**config.mk**
```make
export PLATFORM = sky130hd
export DESIGN_NAME = uart_receive
export DESIGN_NICKNAME = d
export VERILOG_FILES = /design/src/rtl/uart_receive.sv
export SDC_FILE = /design/constraint.sdc
export NUM_CORES = 1
export LEC_CHECK = 0
export CAP_MARGIN = 20
export CORE_MARGIN = 1
export CORE_UTILIZATION = 35
export CTS_CLUSTER_DIAMETER = 120
export DETAILED_ROUTE_END_ITERATION = 6
export GPL_ROUTABILITY_DRIVEN = 0
export GPL_TIMING_DRIVEN = 0
export SYNTH_ARGS = -nofsm -noshare
export SYNTH_HDL_FRONTEND = slang
export SYNTH_SLANG_ARGS = --single-unit
```
**constraint.sdc**
```tcl
create_clock -name CLK -period 2 [get_ports CLK]
set_input_delay 0.2 -clock CLK [delete_from_list [all_inputs] [get_ports CLK]]
set_output_delay 0.2 -clock CLK [all_outputs]
set_load 0.03 [all_outputs]
```
**src/rtl/uart_receive.sv**
```systemverilog
// uart_receive: 8N1 serial receiver with an internal bit-rate counter.
// RXD is synchronised, the start bit is qualified at mid-bit, and data and
// stop bits are sampled at their centres. Good frames update DATA with a
// DATA_READY pulse; a low stop bit gives one FRAME_ERR pulse and the receiver
// then waits for the line to return high.
module uart_receive #(
  parameter int unsigned CLKS_PER_BIT = 26,
  parameter int unsigned SYNC_STAGES  = 2
) (
  input  logic       CLK,
  input  logic       RST,
  input  logic       RXD,
  output logic [7:0] DATA,
  output logic       DATA_READY,
  output logic       FRAME_ERR,
  output logic       BUSY
);

  localparam int unsigned HALF = CLKS_PER_BIT / 2;
  localparam int unsigned CW   = $clog2(CLKS_PER_BIT);

  localparam logic [CW-1:0] HALF_END = CW'(HALF - 1);
  localparam logic [CW-1:0] BIT_END  = CW'(CLKS_PER_BIT - 1);

  typedef enum logic [2:0] {
    S_IDLE,
    S_START,
    S_DATA,
    S_STOP,
    S_WAIT_HIGH
  } state_t;

  state_t                 state, state_nxt;
  logic [SYNC_STAGES-1:0] sync;
  logic                   rxs;
  logic [CW-1:0]          clk_cnt;
  logic [3:0]             bit_idx;
  logic [7:0]             shift;
  logic                   tick;

  // RXD synchroniser, preset to the idle (high) line level
  always_ff @(posedge CLK or negedge RST) begin
    if (!RST) sync <= '1;
    else      sync <= {sync[SYNC_STAGES-2:0], RXD};
  end

  assign rxs = sync[SYNC_STAGES-1];

  // FSM state register
  always_ff @(posedge CLK or negedge RST) begin
    if (!RST) state <= S_IDLE;
    else      state <= state_nxt;
  end

  // Next-state logic
  always_comb begin
    state_nxt = state;
    case (state)
      S_IDLE:      if (!rxs) state_nxt = S_START;
      S_START:     if (tick) state_nxt = rxs ? S_IDLE : S_DATA;
      S_DATA:      if (tick && bit_idx == 4'd7) state_nxt = S_STOP;
      S_STOP:      if (tick) state_nxt = rxs ? S_IDLE : S_WAIT_HIGH;
      S_WAIT_HIGH: if (rxs) state_nxt = S_IDLE;
      default:     state_nxt = S_IDLE;
    endcase
  end

  // Output decode: busy flag and sample-point tick for the current state
  always_comb begin
    tick = 1'b0;
    BUSY = (state != S_IDLE);
    case (state)
      S_START:        tick = (clk_cnt == HALF_END);
      S_DATA, S_STOP: tick = (clk_cnt == BIT_END);
      default:        tick = 1'b0;
    endcase
  end

  // Bit timing, shift register, output byte and result strobes
  always_ff @(posedge CLK or negedge RST) begin
    if (!RST) begin
      clk_cnt    <= '0;
      bit_idx    <= '0;
      shift      <= '0;
      DATA       <= '0;
      DATA_READY <= 1'b0;
      FRAME_ERR  <= 1'b0;
    end else begin
      DATA_READY <= 1'b0;
      FRAME_ERR  <= 1'b0;
      case (state)
        S_START: begin
          bit_idx <= '0;
          clk_cnt <= tick ? '0 : clk_cnt + 1'b1;
        end
        S_DATA: begin
          if (tick) begin
            clk_cnt <= '0;
            shift   <= {rxs, shift[7:1]};
            bit_idx <= bit_idx + 1'b1;
          end else begin
            clk_cnt <= clk_cnt + 1'b1;
          end
        end
        S_STOP: begin
          if (tick) begin
            clk_cnt <= '0;
            if (rxs) begin
              DATA       <= shift;
              DATA_READY <= 1'b1;
            end else begin
              FRAME_ERR  <= 1'b1;
            end
          end else begin
            clk_cnt <= clk_cnt + 1'b1;
          end
        end
        default: begin
          clk_cnt <= '0;
          bit_idx <= '0;
        end
      endcase
    end
  end

endmodule

```
After elaboration in Yosys (flattened, before gate mapping)
Index checks and enable logic that the tools add are counted.
- flip-flop bits (word level): 32
- input bits: 3
- bits in writable memories: 0
- output and inout port bits: 11
- memory bits (read-only): 0
- latch bits: 0
- memories kept: 0
- logic and storage cells: 52
- bitwise gates (word level): 1
- equal/unequal tests: 13
- multiplexer cells: 19
- add/sub/neg operators: 2
- order comparisons: 0
- shifts and indexed selects: 0
- multiply operators: 0
- reduce and logical (&&, ||, !) cells: 9
- divide/modulo/power cells: 0
- operators with widths (operator ; count):
    $mux 3 ; 6
    $pmux 3 s5 ; 1
    $ne 2x2->1 const B ; 6
    $mux 5 ; 2
    $pmux 4 s2 ; 1
    $eq 3x2->1 const B ; 2
    $mux 1 ; 6
    $add 5x1->5 const B ; 1
    $eq 5x4->1 const B ; 1
    $eq 5x5->1 const B ; 1
    $reduce_and 5->1 ; 1
    $add 4x1->4 const B ; 1
    $eq 4x3->1 const B ; 1
    $mux 4 ; 1
    $reduce_and 2->1 ; 2
    $eq 3x1->1 const B ; 1
    $eq 3x3->1 const B ; 1
    $logic_not 3->1 ; 1
    $reduce_and 3->1 ; 1
    $reduce_bool 3->1 ; 1
    $reduce_or 3->1 ; 1
    $mux 2 ; 1
    $pmux 1 s2 ; 1
    $reduce_or 2->1 ; 1
    other kinds (2) ; 2

Depth between registers and ports, before layout
- word-level depth: 6
- mapped depth: 6
- depth with buffers taken out: 4

Least setup slack after synthesis
OpenSTA, ideal clock, no wires.
- kind: register to register
- from: reg state[1]
- to: reg state[1]
- stages on the path, launching flop included: 6
- library setup time: 128 ps
- required time: 1872 ps
- data arrival time: 1688 ps
- setup slack: 185 ps
- buffers on the path: 1
- period minus slack after synthesis: 1815 ps
- path through: dfrtp_1 nor2b_1 buf_6 or4b_4 a21boi_4 mux2_1
- longest elaborated chain between the ends: 6
- elaborated cells between the ends (all ways): 15
- classes of those cells: 9 x eq/ne; 2 x mux; 4 x reduce/logical
- RTL lines (what ; RTL line ; RTL):
    from (decl) ; 33 ; state_t state, state_nxt;
    from (signal assigned) ; 52 ; else state <= state_nxt;
    $eq 3x2->1 ; 58, 72 ;
    $reduce_or 2->1 ; 72 ; case (state)
    $pmux 1 s2 ; 72 ;
    $logic_and 1x1->1 ; 61 ; S_DATA: if (tick && bit_idx == 4'd7) state_nxt = S_STOP;
    $ne 2x2->1 (no line) ; -- ;
    $reduce_and 5->1 (no line) ; -- ;
Parallel ways exist; a longest one is shown, timed or not.
A chain may end at the register's enable or synchronous reset.

Worst setup path after layout
Same ends and word-level chain as after synthesis.

==> impl_metrics.json <==
{
  "run_status": "finished, final reports clean",
  "drt_iter0_markers": 17,
  "period_needed_ns": 1.91,
  "drive_gt1_share_pct": 20.2,
  "syn_inst": 107,
  "hold_path_class": "input pin to asynchronous set/reset pin",
  "netlist_area_um2": 1390,
  "clockBufferDepth": 2,
  "netSwitchingFraction_pct": 28.4,
  "synth.most_common_cell": "dfrtp_1",
  "critPathRequiredTime_ns": 2.17,
  "cp-end-kind": "flip-flop",
  "arrival_ns": 2.08,
  "yosysTopAreaCell": "dfrtp_1",
  "wl_per_cell_um": 12.6,
  "pwr-share-comb_pct": 18.2,
  "ant_nets": 0,
  "fin_skew_ns": 0.00467,
  "antennaDiodeCount": 0,
  "p_int_mw": 1.24,
  "yosysWarnings": 0,
  "synth.avg_cell_area_um2": 13.0,
  "route.detailed.drc": 0,
  "grt_start_max_net_pins": 22,
  "path_cells": "nor2b_1 > buf_6 > or4b_4 > a21boi_4 > mux2_1",
  "vias": 857,
  "power.leakage_nw": 0.808,
  "start_util_pct": 37.1,
  "avgViaCountPerCell": 4.84,
  "switchingPower_mw": 0.491,
  "seq_area_frac_synth_pct": 57.9,
  "synth_commonest_cells": "dfrtp_1, mux2_1, nand2_1, nor2_1, mux2_2",
  "ys_types": 36,
  "hpwl_um": 1600,
  "synth_nets": 112,
  "core_area_um2": 3740,
  "cts_buffers": 5,
  "fin_crit_sh_pct": 95.5,
  "fin_nets": 133,
  "vdd_ir_drop_max_v": 0.000464,
  "cts_tree": "yes",
  "fmaxAchievable_mhz": 523,
  "dr.pass1.iters": 2,
  "totalWireLength_um": 2240,
  "finalHoldViolCount": 0,
  "seq_power_share_pct": 46.6,
  "dieWidth_um": 65.0,
  "die_h_um": 65.0,
  "area_delta_synth_final_pct": 23.7,
  "finalSetupTns_ns": 0,
  "synth_edf_count": 0,
  "grt_usage_pct": 13.1,
  "grt_pass1_vias": 898,
  "clock_latency_ns": 0.28,
  "rsz0062_at_grt": "false",
  "dieArea_um2": 4220,
  "synthTopCellsByArea": "dfrtp_1, mux2_1, mux2_2",
  "relSlewSlack_pct": 59.1,
  "dp.cells": 169,
  "powerDensity_nw_per_um2": 1010,
  "clock_power_share_pct": 35.2,
  "async_flop_share_pct": 100,
  "cts.sinks": 32,
  "startpoint_type": "flip-flop",
  "cts-root-buf": "clkbuf_8",
  "cts_hold_buf": 0,
  "final_cells": 177,
  "ios": 14,
  "pre_cts_slack_ns": 0.0805,
  "slew_viol_final": 0,
  "tightest_slew_ns": 0.611,
  "synthFlopType": "dfrtp_1",
  "criticalPathCategory": "flip-flop to flip-flop",
  "grt_pass1_wl_um": 4040,
  "path_clk_slew_ns": 0.07,
  "overflow": 0,
  "rows": 22,
  "setup_viol": 0,
  "critPathSlowestCell": "or4b_4",
  "synth.top_cell.area_share_pct": 54.1,
  "slowest_delay_ns": 0.55,
  "antenna_found_initial": 0,
  "fin_ws_ns": 0.0892,
  "ys_ff_latch": 32,
  "path_max_fanout": 9,
  "cap_violations": 0,
  "numPortBuffers": 13,
  "htree_levels": 2
}
==> logic make-up after synthesis <==
group | Yosys count | synth area share, %
simple gates | 36 | 15.2
flops | 32 | 57.9
mux | 19 | 15.2
compound gates | 11 | 6.31
buf+inv | 5 | 2.25
xor+xnor | 2 | 1.26
fa+ha+maj | 2 | 1.80
==> final timing paths <==
path                       slack [ns]  cells after the start        to  startpoint
max                              0.09                      5  state[1]    state[1]
min                              0.30                      1   DATA[4]         RST
max reg2reg                      0.09                      5  state[1]    state[1]
min reg2reg                      0.36                      0   sync[1]     sync[0]
max in group asynchronous        1.11                      2   sync[0]         RST
min in group CLK                 0.33                      1   sync[0]         RXD
==> area by class of cell <==
type                       instances  area, um2
buffer                             4       27.5
timing repair buffer              14        156
clock inverter                     3       42.5
inverter                           1       3.75
tap                               48       60.1
clock buffer                       5       68.8
fill                             357       2030
multi-input combinational         70        553
sequential                        32        805
==> timing repair <==
action | CTS | global route
pin swaps | 0 | 0
hold endpoints to repair | 0 | 0
setup endpoints to repair | 1 | 1
resized for setup | 1 | 1
buffers inserted | 0 | 0
==> through the flow <==
step	utilization [%]	power, mW	hold WS (ns)	area, um2
2_1_floorplan	-	1.04	-0.0956	1390
3_3_place_gp	42.1	1.12	0.347	1580
3_5_place_dp	42.9	1.14	0.349	1610
4_1_cts	45.8	1.75	0.321	1720
5_1_grt	45.9	1.85	0.323	1720
6_report	45.9	1.73	0.298	1720
==> power by group through the flow <==
stage,registers (mW),logic [mW],clock network [mW]
finish,0.806,0.315,0.610
detailed placement,0.816,0.324,0
floorplan,0.794,0.247,0
global placement,0.814,0.308,0
CTS,0.803,0.324,0.627
global route,0.819,0.374,0.657
==> per-layer routing <==
metal | up-vias | wire (um) | global-route usage, %
li1 | 424 | - | -
met1 | 416 | 1080 | 15.5
met2 | 12 | 1020 | 20.4
met3 | 5 | 79 | 4.93
met4 | 0 | 52 | 6.67
met5 | - | 0 | 0
==> flip-flops by register name (all words and copies together), names as in the netlist <==
signal and count:
sync 2, clk_cnt 5, FRAME_ERR 1, DATA 8, shift 8, state 3
bit_idx 4, DATA_READY 1
==> cells in the final DEF, fill, tap and decap left out, types with 2 or more instances in the layout <==
cell,count
nor2b_1,2
nor2_1,8
mux2i_1,2
dfrtp_1,29
and3_1,2
mux2_2,6
nand4b_1,2
mux2_1,11
clkdlybuf4s50_1,12
a21o_1,2
nand2_1,8
ha_1,2
dfstp_2,2
or3_1,2
nand2b_1,2
nand3_1,2
a21oi_1,4
clkbuf_8,5
==> worst max-delay path: cells and delay by family, from the launching register on <==
family,cells,cell delay (ns)
AND/OR/NAND/NOR,2,0.70
flip-flops,1,0.46
multiplexers,1,0.33
AO/OA/AOI/OAI,1,0.17
buffers and inverters,1,0.14
No activity file was read; power rests on OpenSTA's default activity.
